$ cat config.mk
export PLATFORM = sky130hd
export DESIGN_NAME = ras_ctrl
export DESIGN_NICKNAME = d
export VERILOG_FILES = /design/src/rtl/cpu_defs.sv /design/src/rtl/ras_pred_fifo.sv /design/src/rtl/ras_ctrl.sv
export SDC_FILE = /design/constraint.sdc
export NUM_CORES = 1
export LEC_CHECK = 0
export BUFFER_PORTS_ARGS = -buffer_cell sky130_fd_sc_hd__buf_2
export CAP_MARGIN = 20
export CORE_ASPECT_RATIO = 1.75
export CORE_UTILIZATION = 49
export DETAILED_ROUTE_END_ITERATION = 8
export PLACE_DENSITY = 0.74
export SLEW_MARGIN = 10
export SYNTH_ARGS = -nofsm -noshare
export SYNTH_HDL_FRONTEND = slang
export SYNTH_HIERARCHICAL = 1
export SYNTH_SLANG_ARGS = --single-unit
export TNS_END_PERCENT = 10
$ cat constraint.sdc
create_clock -name clk -period 11.43 [get_ports clk]
set_input_delay 0.5715 -clock clk [delete_from_list [all_inputs] [get_ports clk]]
set_output_delay 0.5715 -clock clk [all_outputs]
set_load 0.05 [all_outputs]
$ cat src/rtl/cpu_defs.sv
`default_nettype none
// +----------------------------------------------------------------------------+
// | cpu_defs : shared MIPS decode constants and RAS prediction types           |
// | Revision : 1.0                                                             |
// +----------------------------------------------------------------------------+
package cpu_defs;

  typedef enum logic [1:0] {
    OP_NONE    = 2'd0,
    OP_PUSH    = 2'd1,
    OP_POP     = 2'd2,
    OP_PUSHPOP = 2'd3
  } ras_op_e;

  localparam logic [5:0] OP_SPECIAL = 6'b000000;
  localparam logic [5:0] OP_JAL     = 6'b000011;
  localparam logic [5:0] OP_REGIMM  = 6'b000001;
  localparam logic [5:0] FN_JR      = 6'b001000;
  localparam logic [5:0] FN_JALR    = 6'b001001;
  localparam logic [4:0] RT_BGEZAL  = 5'b10001;
  localparam logic [4:0] RT_BLTZAL  = 5'b10000;
  localparam logic [4:0] REG_RA     = 5'd31;

  typedef struct packed {
    logic        valid;
    logic [31:0] target;
  } ras_pred_t;

  // An invalid prediction always counts as a miss, whatever the target.
  function automatic logic pred_miss(input ras_pred_t p, input logic [31:0] target);
    return !p.valid || (p.target != target);
  endfunction

endpackage
`default_nettype wire

$ cat src/rtl/ras_pred_fifo.sv
`default_nettype none
// +----------------------------------------------------------------------------+
// | ras_pred_fifo : synchronous FIFO of in-flight return predictions           |
// | Revision      : 1.0                                                        |
// +----------------------------------------------------------------------------+
module ras_pred_fifo
  import cpu_defs::*;
#(
  parameter int DEPTH = 4
) (
  input  logic      clk,
  input  logic      reset,
  input  logic      flush_i,
  input  logic      wr_en_i,
  input  ras_pred_t wr_data_i,
  input  logic      rd_en_i,
  output ras_pred_t rd_data_o,
  output logic      full_o,
  output logic      empty_o
);

  localparam int         AW      = $clog2(DEPTH);
  localparam logic [AW:0] PTR_ONE = {{AW{1'b0}}, 1'b1};

  ras_pred_t   mem_q [DEPTH];
  logic [AW:0] wr_ptr_q;
  logic [AW:0] rd_ptr_q;
  logic        do_wr;
  logic        do_rd;

  // Extra pointer MSB distinguishes full from empty when the indices match.
  assign empty_o   = (wr_ptr_q == rd_ptr_q);
  assign full_o    = (wr_ptr_q[AW] != rd_ptr_q[AW]) &&
                     (wr_ptr_q[AW-1:0] == rd_ptr_q[AW-1:0]);
  assign do_rd     = rd_en_i && !empty_o;
  assign do_wr     = wr_en_i && (!full_o || do_rd);
  assign rd_data_o = mem_q[rd_ptr_q[AW-1:0]];

  always_ff @(posedge clk) begin
    if (reset || flush_i) begin
      wr_ptr_q <= '0;
      rd_ptr_q <= '0;
    end else begin
      if (do_wr) wr_ptr_q <= wr_ptr_q + PTR_ONE;
      if (do_rd) rd_ptr_q <= rd_ptr_q + PTR_ONE;
    end
  end

  always_ff @(posedge clk) begin
    if (do_wr) mem_q[wr_ptr_q[AW-1:0]] <= wr_data_i;
  end

endmodule
`default_nettype wire

$ cat src/rtl/ras_ctrl.sv
`default_nettype none
// +----------------------------------------------------------------------------+
// | ras_ctrl : classifies decode calls/returns, drives RAS push/pop, checks    |
// |            return predictions against execute                              |
// | Revision : 1.0                                                             |
// +----------------------------------------------------------------------------+
module ras_ctrl
  import cpu_defs::*;
#(
  parameter int FIFO_DEPTH = 4,
  parameter int CNT_W      = 32
) (
  input  logic             clk,
  input  logic             reset,
  input  logic             flush,
  input  logic             dec_valid,
  output logic             dec_ready,
  input  logic [31:0]      dec_pc,
  input  logic [31:0]      dec_instr,
  input  logic [32:0]      ras_top_data,
  input  logic             ras_top_valid,
  output logic             push_req,
  output logic             pop_req,
  output logic [32:0]      push_data,
  output logic             ret_pred_valid,
  output logic [31:0]      ret_pred_target,
  input  logic             ex_ret_valid,
  input  logic [31:0]      ex_ret_target,
  output logic             ret_mispredict,
  output logic [CNT_W-1:0] ret_cnt,
  output logic [CNT_W-1:0] ret_miss_cnt
);

  typedef enum logic [0:0] {
    IDLE    = 1'b0,
    WAIT_DS = 1'b1
  } state_e;

  state_e           state_q, state_d;
  ras_op_e          op_q, op_d;
  logic [31:0]      addr_q, addr_d;
  logic             flag_q, flag_d;
  logic             mispredict_q;
  logic [CNT_W-1:0] ret_cnt_q;
  logic [CNT_W-1:0] ret_miss_cnt_q;

  logic [5:0] opc, fn;
  logic [4:0] rs, rt, rd;
  logic       is_jalr, is_call, is_ret, is_callret, dec_is_ret;
  ras_op_e    dec_op;
  logic       fire, enq, deq, fifo_full, fifo_empty;
  ras_pred_t  head;
  logic       unused_bits;

  assign opc = dec_instr[31:26];
  assign rs  = dec_instr[25:21];
  assign rt  = dec_instr[20:16];
  assign rd  = dec_instr[15:11];
  assign fn  = dec_instr[5:0];

  assign is_jalr    = (opc == OP_SPECIAL) && (fn == FN_JALR);
  assign is_call    = (opc == OP_JAL) ||
                      ((opc == OP_REGIMM) && ((rt == RT_BGEZAL) || (rt == RT_BLTZAL))) ||
                      (is_jalr && (rd == REG_RA));
  assign is_ret     = (opc == OP_SPECIAL) && (fn == FN_JR) && (rs == REG_RA);
  assign is_callret = is_jalr && (rs == REG_RA) && (rd == REG_RA);
  assign dec_is_ret = is_ret || is_callret;

  always_comb begin
    dec_op = OP_NONE;
    if (is_callret)   dec_op = OP_PUSHPOP;
    else if (is_call) dec_op = OP_PUSH;
    else if (is_ret)  dec_op = OP_POP;
  end

  assign unused_bits = ^{dec_instr[10:6], ras_top_data[32]};

  // A same-cycle dequeue frees a slot, so it releases the full-FIFO stall.
  assign deq       = ex_ret_valid && !fifo_empty && !flush;
  assign dec_ready = !(fifo_full && dec_is_ret) || deq;
  assign fire      = dec_valid && dec_ready;
  assign enq       = fire && dec_is_ret && !flush;

  ras_pred_fifo #(.DEPTH(FIFO_DEPTH)) u_fifo (
    .clk      (clk),
    .reset    (reset),
    .flush_i  (flush),
    .wr_en_i  (enq),
    .wr_data_i({ras_top_valid, ras_top_data[31:0]}),
    .rd_en_i  (deq),
    .rd_data_o(head),
    .full_o   (fifo_full),
    .empty_o  (fifo_empty)
  );

  always_ff @(posedge clk) begin
    if (reset) begin
      state_q <= IDLE;
      op_q    <= OP_NONE;
      addr_q  <= '0;
      flag_q  <= 1'b0;
    end else begin
      state_q <= state_d;
      op_q    <= op_d;
      addr_q  <= addr_d;
      flag_q  <= flag_d;
    end
  end

  always_comb begin
    state_d  = state_q;
    op_d     = op_q;
    addr_d   = addr_q;
    flag_d   = flag_q;
    push_req = 1'b0;
    pop_req  = 1'b0;
    if (flush) begin
      state_d = IDLE;
    end else begin
      case (state_q)
        IDLE: begin
          if (fire && (dec_op != OP_NONE)) begin
            op_d    = dec_op;
            addr_d  = dec_pc + 32'd8;
            flag_d  = is_jalr;
            state_d = WAIT_DS;
          end
        end
        WAIT_DS: begin
          // Any fire here is the delay slot; branches in it are ignored.
          if (fire) begin
            push_req = (op_q == OP_PUSH) || (op_q == OP_PUSHPOP);
            pop_req  = (op_q == OP_POP)  || (op_q == OP_PUSHPOP);
            state_d  = IDLE;
          end
        end
        default: state_d = IDLE;
      endcase
    end
  end

  assign push_data       = {flag_q, addr_q};
  assign ret_pred_valid  = dec_valid && dec_is_ret && ras_top_valid && (state_q == IDLE);
  assign ret_pred_target = ras_top_data[31:0];

  always_ff @(posedge clk) begin
    if (reset) begin
      mispredict_q   <= 1'b0;
      ret_cnt_q      <= '0;
      ret_miss_cnt_q <= '0;
    end else begin
      mispredict_q <= deq && pred_miss(head, ex_ret_target);
      if (deq) begin
        if (ret_cnt_q != '1) ret_cnt_q <= ret_cnt_q + 1'b1;
        if (pred_miss(head, ex_ret_target) && (ret_miss_cnt_q != '1))
          ret_miss_cnt_q <= ret_miss_cnt_q + 1'b1;
      end
    end
  end

  assign ret_mispredict = mispredict_q;
  assign ret_cnt        = ret_cnt_q;
  assign ret_miss_cnt   = ret_miss_cnt_q;

endmodule
`default_nettype wire

==> reports/metrics.cfg, run 1 <==
[routing]
detail-route-antenna-nets=0
first_pass_iters=4
wl_um=25800
drc_errors=0
vias_per_cell=5.56
via_count=8184
drt-initial-drc-count=522
wl_per_cell_um=17.5

[synth]
synth_area_um2=11100
synth_top_cell_by_area=edfxtp_1
yosysWarnings=6
synth_top_area_share_pct=35.7
syn_avg_cell_area_um2=11.8
ys_seq_area_share_pct=55.3
synthDistinctLibCells=52
synth_edf_count=132
synth_nets=1088
synth_async_sr_flop_share_pct=0
yosys-top-cells-area=edfxtp_1 (36%), dfxtp_1 (20%), mux4_2 (6.7%)
synth_seq_cells=241
synth-main-ff-cell=edfxtp_1
netlist_instances=945

[floorplanning]
start_util_pct=50.1
die_height_um=201
num_rows=72
pin_count=269
dieWidth_um=116
core_area_um2=22200
die_area_um2=23300

[setup_path]
path_max_fanout=38
cp-end-kind=flip-flop
worst-endpoint-arrival_ns=4.13
crit_required_ns=11.56
startpoint_type=flip-flop
path_class=flip-flop to flip-flop

[grt]
grt_pass1_vias=8309
grt_pass1_wl_um=41100
grt_overflow=0
antenna_found_initial=0
grt_max_degree=86
grt_usage_pct=22.3

[clocking]
clk_latency_ns=0.51
post_cts_buffers=0
cts_tree=built
numCtsBuffers=23
clkSinkCount=241
clockBufferDepth=3
cts_resized=0
postCtsHoldBufs=0
htreeDepth=1
cts_root_buffer=clkbuf_16
clkTransAtPathRegs_ns=0.07

[pwr]
p_sw_uw=382
p_seq_share_pct=52.0
switching_share_pct=21.8
pwr-share-clk_pct=42.9
peakVddDrop_v=0.000116
power_density_nw_per_um2=132
internal-power_mw=1.37
p_leak_nw=4.86
pwr-share-comb_pct=5.1

[flow_run]
maxCapViolCount=0

[status]
outcome=finished, final reports clean

[sta]
setup_viol=0
final-max-slew-violation-count=0
tns_ns=0
finalHoldViolCount=0
maxSlewHeadroom_pct=42.1
rsz0062_at_grt=no
period_needed_ns=3.99
final.period_utilization_pct=34.9
max_freq_mhz=250
finClkSkew_ns=0.0245
tightest_slew_ns=0.869

[cells_and_area]
instances_no_fill=1473
fin_nets=1304
drive_gt1_share_pct=31.1
syn_to_final_growth_pct=19.4
diodes=0

[placed_design]
io_buffers=261
dp_cells=1431
dp_hpwl_um=17600
gp_routability_congestion=0.799

[worst_hold_path]
hold_class=input pin to flip-flop

==> per-stage QoR <==
step,setup WS (ns),total power [mW],cell area [µm²],util [%],hold slack (ns)
floorplan,6.98,0.985,11100,-,0.445
global placement,7.48,1.02,12500,56.2,0.457
detailed placement,7.43,1.02,12500,56.3,0.466
CTS,7.42,1.78,13200,59.7,0.263
global route,7.13,1.82,13300,59.8,0.266
finish,7.44,1.76,13300,59.8,0.282
==> critical path, stage by stage (launching register included) <==
cell and delay (ns):
dfxtp_1 0.42, xnor2_1 0.22, nand3_1 0.19, inv_1 0.05, or3b_1 0.34, buf_4 0.23
and2_1 0.24, a211oi_4 0.23, buf_4 0.39, and2_1 0.20, inv_1 0.04, a41oi_1 0.40
and2_1 0.20, buf_4 0.44
==> Yosys cell counts, drive strengths merged, types with 7 or more instances <==
library cell and instances:
nand2 41, edfxtp 132, nor2 50, and2 12
o31ai 9, and4 16, mux4 33, o21ai 28
nand4 42, a211oi 29, nor3 25, inv 12
mux2 7, ha 8, dfxtp 109, xnor2 34
clkbuf 30, or4 10, nand3 38, or3 24
a21oi 65, xor2 56, nor2b 9, buf 54
mux2i 7, nor4 21, and3 19
==> power groups by stage <==
| stage | sequential (mW) | clock [mW] | combinational (mW) |
|---|---|---|---|
| floorplan | 0.933 | 0 | 0.0515 |
| global placement | 0.931 | 0 | 0.0885 |
| detailed placement | 0.931 | 0 | 0.0901 |
| CTS | 0.912 | 0.772 | 0.0907 |
| global route | 0.912 | 0.808 | 0.0978 |
| finish | 0.912 | 0.753 | 0.0902 |
==> path summary, 6_finish.rpt <==
kind | startpoint | endpoint | slack, ns | depth (start not counted)
max | u_fifo/wr_ptr_q[0] | u_fifo/mem_q[2][31] | 7.44 | 13
min | ras_top_data[6] | u_fifo/mem_q[1][6] | 0.28 | 1
max reg2reg | u_fifo/wr_ptr_q[0] | u_fifo/mem_q[2][31] | 7.44 | 13
min reg2reg | addr_q[1] | addr_q[1] | 0.48 | 2
==> sequential cells by signal, indices dropped and copies added (netlist names), named ones only <==
register	count
u_fifo/mem_q	132
addr_q	32
ret_cnt	32
ret_miss_cnt	32
u_fifo/rd_ptr_q	3
u_fifo/wr_ptr_q	3
op_q	2
flag_q	1
ret_mispredict	1
state_q	1
==> cell families (layout without fill, tap and decap cells) <==
logic type	Yosys count	after routing	share of synthesized area, %
compound gates	142	142	7.62
xor+xnor	90	90	7.10
fa+ha+maj	8	8	0.901
mux	47	47	8.03
flops	241	241	55.3
simple gates	321	321	16.4
buf+inv	96	328	4.64
==> final cells by class <==
type	instances	area, µm²
well taps	296	370
flip-flops and latches	241	6150
multi-input cells	608	4490
clock inverters	14	145
clock buffers	27	611
inverters	12	45.0
fillers	1854	8910
repair buffers	275	1440
==> cells in the final DEF (no fill, tap or decap), types with 4 or more instances in the layout <==
cell type and count:
buf_4 13, mux2_2 7, nor4_1 21, mux4_2 33, clkinv_4 5, mux2i_1 7, xnor2_1 34, a21oi_1 65
o31ai_1 9, ha_1 8, or3_1 24, nor3_1 23, and4_1 15, o21ai_0 27, nand3_1 38, nor2_1 49
nor2b_1 9, xor2_1 56, buf_2 260, dfxtp_1 108, inv_1 13, nor4b_1 4, a211oi_1 28, nand4_1 40
nand2_1 41, and3_1 18, or4_1 10, and2_1 12, edfxtp_1 132, clkbuf_16 23
==> layer usage <==
layer | track usage, % | routed length, µm
met1 | 23.3 | 9230
met2 | 41.8 | 13900
met3 | 5.99 | 1950
met4 | 7.74 | 657
met5 | 0 | 0
Power figures use the tool's default switching activity.
==> inputs of run 2 (changes only) <==
==> constraint.sdc (replaced) <==
create_clock -name clk -period 4.1 [get_ports clk]
set_input_delay 0.205 -clock clk [delete_from_list [all_inputs] [get_ports clk]]
set_output_delay 0.205 -clock clk [all_outputs]
set_load 0.05 [all_outputs]
==> reports/metrics.cfg, run 2 (synthesis results as in run 1) <==
[routing]
first_pass_iters=4  ; unchanged
wl_um=26200  ; +1.7%
vias_per_cell=5.54  ; -0.35%
wl_per_cell_um=17.3  ; -1.1%
drc_errors=0  ; unchanged
via_count=8382  ; +2.4%
drt-initial-drc-count=378  ; -28%
detail-route-antenna-nets=0  ; unchanged

[pwr]
finalPower_mw=4.96  ; +180%
peakVddDrop_v=0.000335  ; +190%
power_density_nw_per_um2=363  ; +170%
p_leak_nw=5.04  ; +3.7%

[clocking]
clk_latency_ns=0.51  ; about the same
clkTransAtPathRegs_ns=0.06  ; about the same
clockBufferDepth=3  ; unchanged
htreeDepth=1  ; unchanged
post_cts_buffers=0  ; unchanged
clkSinkCount=241  ; unchanged
cts_tree=built
cts_root_buffer=clkbuf_16
numCtsBuffers=22  ; -4.3%

[grt]
grt_usage_pct=22.4  ; +0.046 points
antenna_found_initial=1  ; +1
grt_max_degree=67  ; -22%
grt_overflow=0  ; unchanged
grt_pass1_wl_um=41300  ; +0.52%
grt_pass1_vias=8409  ; +1.2%

[sta]
tightest_slew_ns=0.868  ; -0.00109 ns
finClkSkew_ns=0.0230  ; -0.00145 ns
period_needed_ns=3.36
tns_ns=0  ; unchanged
max_freq_mhz=298
finalHoldViolCount=0  ; unchanged
setup_viol=0  ; unchanged
final-max-slew-violation-count=0  ; unchanged
maxSlewHeadroom_pct=42.1  ; +0.073 points
rsz0062_at_grt=no
final.period_utilization_pct=81.9

[cells_and_area]
syn_to_final_growth_pct=23.0
layout_common_cells=buf_2 (260), edfxtp_1 (132), dfxtp_1 (108)
fin_util_pct=61.6  ; +1.8 points
largest_reg_flops=132  ; unchanged
diodes=0  ; unchanged
fin_nets=1346  ; +3.2%
final_common_cell=buf_2
drive_gt1_share_pct=30.3  ; -0.80 points

[placed_design]
io_buffers=261  ; unchanged
gp_routability_congestion=0.798  ; -0.13%
dp_hpwl_um=17800  ; +1.5%

[setup_path]
cp_top_family=simple AND/OR/NAND/NOR gates
cp_slowest_cell=dfxtp_1
rr_startpoint=u_fifo/wr_ptr_q[1]
path_class=flip-flop to primary output
cp-end-kind=primary output
path_max_fanout=37  ; -2.6%
max_stage_delay_ns=0.42  ; -0.02 ns
worst-endpoint-arrival_ns=3.15  ; -0.98 ns
crit_required_ns=3.89  ; -7.67 ns
r2r_cells=11  ; -2
r2r-end=u_fifo/mem_q[1][18]
crit_chain=xnor2_1 -> nand3_1 -> inv_1 -> or3b_1 -> and2_1 -> a211oi_4 -> buf_4 -> and3_1 -> buf_2
r2r_slack_ns=0.75  ; -6.69 ns
path_buf_inv=3  ; -2
startpoint_type=flip-flop

[floorplanning]
die_area_um2=23300  ; unchanged
start_util_pct=50.1  ; unchanged
die_height_um=201  ; unchanged
dieWidth_um=116  ; unchanged
pin_count=269  ; unchanged
num_rows=72  ; unchanged
core_area_um2=22200  ; unchanged

[flow_run]
maxCapViolCount=0  ; unchanged

[worst_hold_path]
hold_class=input pin to flip-flop
hold_path_startpoint=dec_valid
hold_depth=3  ; +2
hold_path_end=state_q

[status]
outcome=finished, final reports clean

-- run 2: changes by cell type in the layout (fill, tap and decap cells not counted) --
cell / change
buf_12: +1
buf_16: -1
buf_4: +7
buf_8: -1
bufinv_16: +1
clkbuf_1: +2
clkinv_4: -4
clkinvlp_4: -1
dlygate4sd3_1: +37
inv_1: -1
inv_6: +1
-- run 2: layer usage --
| layer | global-route usage [%] | wire length [µm] |
|---|---|---|
| met5 | 0 | 0 |
| met4 | 6.55 | 521 |
| met3 | 5.00 | 1790 |
| met2 | 43.0 | 14300 |
| met1 | 23.4 | 9620 |
-- run 2: stage by stage --
| step | instances | setup WS (ns) | hold WS, ns | instance area (µm²) |
|---|---|---|---|---|
| 3_3_place_gp | 1438 | 0.688 | 0.432 | 12500 |
| 6_report | 1514 | 0.743 | 0.0256 | 13700 |
| 2_1_floorplan | 945 | 0.280 | 0.302 | 11100 |
| 5_1_grt | 1514 | 0.478 | 0.0222 | 13700 |
| 4_1_cts | 1514 | 0.649 | 0.00800 | 13700 |
| 3_5_place_dp | 1438 | 0.679 | 0.436 | 12500 |
-- run 2: final cells by class --
class / count / area [µm²]
timing repair buffer: 318 / 1840
multi-input combinational: 608 / 4490
tap: 296 / 370
clock inverter: 10 / 138
sequential: 241 / 6150
inverter: 12 / 45.0
fill: 1803 / 8510
clock buffer: 29 / 618
-- run 2: report_power, final --
group / leakage, nW / switching [mW] / total (mW) / internal, mW
Clock: 0.368 / 0.877 / 2.14 / 1.26
Sequential: 2.06 / 0.000696 / 2.54 / 2.54
Combinational: 2.61 / 0.176 / 0.280 / 0.104
Total: 5.04 / 1.05 / 4.96 / 3.90
-- run 2: worst max-delay path by stage --
stage                        from                 end  slack, ns  cells past startpoint
3_5_place_dp            flip-flop     ret_miss_cnt[0]       0.68                      9
5_1_grt                 flip-flop     ret_miss_cnt[0]       0.48                      9
2_1_floorplan  u_fifo/wr_ptr_q[1]  u_fifo/mem_q[2][0]       0.28                     13
6_report       u_fifo/wr_ptr_q[1]            push_req       0.74                      9
4_1_cts                 flip-flop     ret_miss_cnt[0]       0.65                      9
3_3_place_gp            flip-flop     ret_miss_cnt[0]       0.69                      9
-- run 2: worst register-to-register path: stages, from the launching register on --
cell and delay [ns]:
dfxtp_1 0.42, xnor2_1 0.23, nand3_1 0.19, inv_1 0.05, or3b_1 0.36, and2_1 0.22, a211oi_4 0.25, and2_1 0.17
inv_1 0.04, a41oi_1 0.40, and2_1 0.20, buf_4 0.42
-- run 2: repair_timing --
item	in CTS	in global routing
hold buffers	37	0
resized for setup	0	0
hold endpoints to repair	136	0
==> inputs of run 3 (changes only) <==
==> constraint.sdc (replaced) <==
create_clock -name clk -period 3.4 [get_ports clk]
set_input_delay 0.17 -clock clk [delete_from_list [all_inputs] [get_ports clk]]
set_output_delay 0.17 -clock clk [all_outputs]
set_load 0.05 [all_outputs]
==> reports/metrics.cfg, run 3 (synthesis results as in run 1) <==
[cells_and_area]
fin_util_pct=62.3  ; +0.69 points
drive_gt1_share_pct=30.2  ; -0.059 points
final_common_cell=buf_2
fin_nets=1354  ; +0.59%
instances_no_fill=1523  ; +0.59%
diodes=0  ; unchanged
syn_to_final_growth_pct=24.3
layout_common_cells=buf_2 (260), edfxtp_1 (132), dfxtp_1 (108)
largest_reg_flops=132  ; unchanged

[setup_path]
worstSetupPathDepth=9  ; unchanged
crit_chain=buf_12 -> mux4_2 -> xor2_1 -> nor4_1 -> nand4_1 -> nor3_2 -> buf_12 -> nor3_1 -> mux2_2
cp_slowest_cell=mux4_2
path_class=flip-flop to flip-flop
path_buf_inv=2  ; -1
cp-end-kind=flip-flop
cp_top_family=simple AND/OR/NAND/NOR gates
path_max_fanout=56  ; +51%
max_stage_delay_ns=0.56  ; +0.14 ns
worst-endpoint-arrival_ns=3.58  ; +0.43 ns
crit_path_frequent_cell=buf_12
crit_required_ns=3.78  ; -0.11 ns
r2r-end=ret_miss_cnt[0]
r2r_cells=9  ; -2
r2r_slack_ns=0.21  ; -0.54 ns
startpoint_type=flip-flop

[routing]
via_count=8483  ; +1.2%
drc_errors=0  ; unchanged
wl_per_cell_um=17.5  ; +1.2%
detail-route-antenna-nets=0  ; unchanged
vias_per_cell=5.57  ; +0.61%
wl_um=26700  ; +1.9%
first_pass_iters=5  ; +1
drt-initial-drc-count=484  ; +28%

[pwr]
peakVddDrop_v=0.000385  ; +15%
internal-power_mw=4.69  ; +20%
p_sw_mw=1.27  ; +21%
pwr-share-clk_pct=42.8  ; -0.3 points
switching_share_pct=21.3  ; +0.076 points
pwr-share-comb_pct=5.8  ; +0.2 points
p_seq_share_pct=51.4  ; about the same
p_leak_nw=5.08  ; +0.68%
power_density_nw_per_um2=432  ; +19%

[clocking]
clockBufferDepth=3  ; unchanged
clkTransAtPathRegs_ns=0.06  ; about the same
clk_latency_ns=0.50  ; about the same
htreeDepth=1  ; unchanged
cts_root_buffer=clkbuf_16
post_cts_buffers=0  ; unchanged
numCtsBuffers=23  ; +4.5%
clkSinkCount=241  ; unchanged
cts_tree=built

[sta]
period_needed_ns=3.19
max_freq_mhz=313
tns_ns=0  ; unchanged
maxSlewHeadroom_pct=39.1  ; -3.0 points
final.period_utilization_pct=93.9
finClkSkew_ns=0.0146  ; -0.00841 ns
rsz0062_at_grt=no
tightest_slew_ns=0.914  ; +0.0456 ns
final-max-slew-violation-count=0  ; unchanged
setup_viol=0  ; unchanged
finalHoldViolCount=0  ; unchanged

[floorplanning]
start_util_pct=50.1  ; unchanged
die_area_um2=23300  ; unchanged
die_height_um=201  ; unchanged
pin_count=269  ; unchanged
dieWidth_um=116  ; unchanged
core_area_um2=22200  ; unchanged
num_rows=72  ; unchanged

[grt]
grt_max_degree=87  ; +30%
grt_pass1_wl_um=41900  ; +1.3%
antenna_found_initial=0  ; -1
grt_usage_pct=22.7  ; +0.35 points
grt_overflow=0  ; unchanged
grt_pass1_vias=8481  ; +0.86%

[placed_design]
dp_hpwl_um=17700  ; -0.68%
dp_cells=1439  ; +0.070%
gp_routability_congestion=0.803  ; +0.53%
io_buffers=261  ; unchanged

[worst_hold_path]
hold_class=input pin to flip-flop
hold_path_startpoint=dec_pc[12]
hold_depth=3  ; unchanged
hold_path_end=addr_q[12]

[status]
outcome=finished, final reports clean

[flow_run]
maxCapViolCount=0  ; unchanged

==> run 3: changes by cell type in the layout (fill, tap and decap cells not counted), sizes merged <==
| cell | change |
|---|---|
| dlygate4sd3 | +6 |
| clkinv | +2 |
| buf | +1 |
| clkinvlp | +1 |
| inv | -1 |
==> run 3: through the flow <==
step / power [mW] / worst slack (ns) / hold slack [ns] / instance area, µm²
detailed placement: 3.43 / 0.264 / 0.400 / 12600
finish: 5.96 / 0.206 / 0.0284 / 13800
CTS: 6.02 / 0.0658 / 0.00548 / 13800
global placement: 3.43 / 0.284 / 0.396 / 12600
global route: 6.15 / 0.00373 / 0.0277 / 13800
floorplan: 3.31 / -0.0894 / 0.267 / 11100
==> run 3: tightest hold or removal path, stage by stage <==
cell      delay [ns]
buf_2           0.10
xor2_1          0.13
a211oi_1        0.07
==> run 3: final cells by class <==
cell class | instances | area, µm²
clock buffers | 29 | 608
inverters | 12 | 45.0
fillers | 1783 | 8350
well taps | 296 | 370
flip-flops and latches | 241 | 6150
multi-input cells | 608 | 4510
repair buffers | 325 | 1990
clock inverters | 12 | 136
==> run 3: worst max-delay path by stage <==
stage                                  start                 end  slack [ns]
after global routing      u_fifo/wr_ptr_q[1]            push_req       0.004
after floorplan           u_fifo/wr_ptr_q[1]  u_fifo/mem_q[0][0]       -0.09
final                              flip-flop     ret_miss_cnt[0]        0.21
after detailed placement           flip-flop     ret_miss_cnt[0]        0.26
after CTS                 u_fifo/wr_ptr_q[1]            push_req        0.07
after global placement             flip-flop     ret_miss_cnt[0]        0.28
==> run 3: power by group through the flow <==
stage          combinational [mW]  sequential, mW  clock [mW]
2_1_floorplan               0.173            3.14           0
3_3_place_gp                0.299            3.13           0
3_5_place_dp                0.303            3.13           0
4_1_cts                     0.342            3.07        2.61
5_1_grt                     0.372            3.07        2.71
6_report                    0.345            3.07        2.55
==> run 3: metal layers <==
metal | part of all wire [%] | routed length, µm | up-vias | track usage (%)
met2 | 55 | 14700 | 266 | 43.5
li1 | - | - | 4064 | -
met3 | 6.9 | 1840 | 42 | 5.03
met4 | 1.9 | 515 | 0 | 6.09
met1 | 36 | 9610 | 4111 | 24.3
met5 | 0 | 0 | - | 0
==> run 3: repair_timing <==
item,4_1_cts,5_1_grt
hold buffers,43,0
resized for setup,0,1
endpoints found under the setup margin,0,2
hold endpoints to repair,142,0
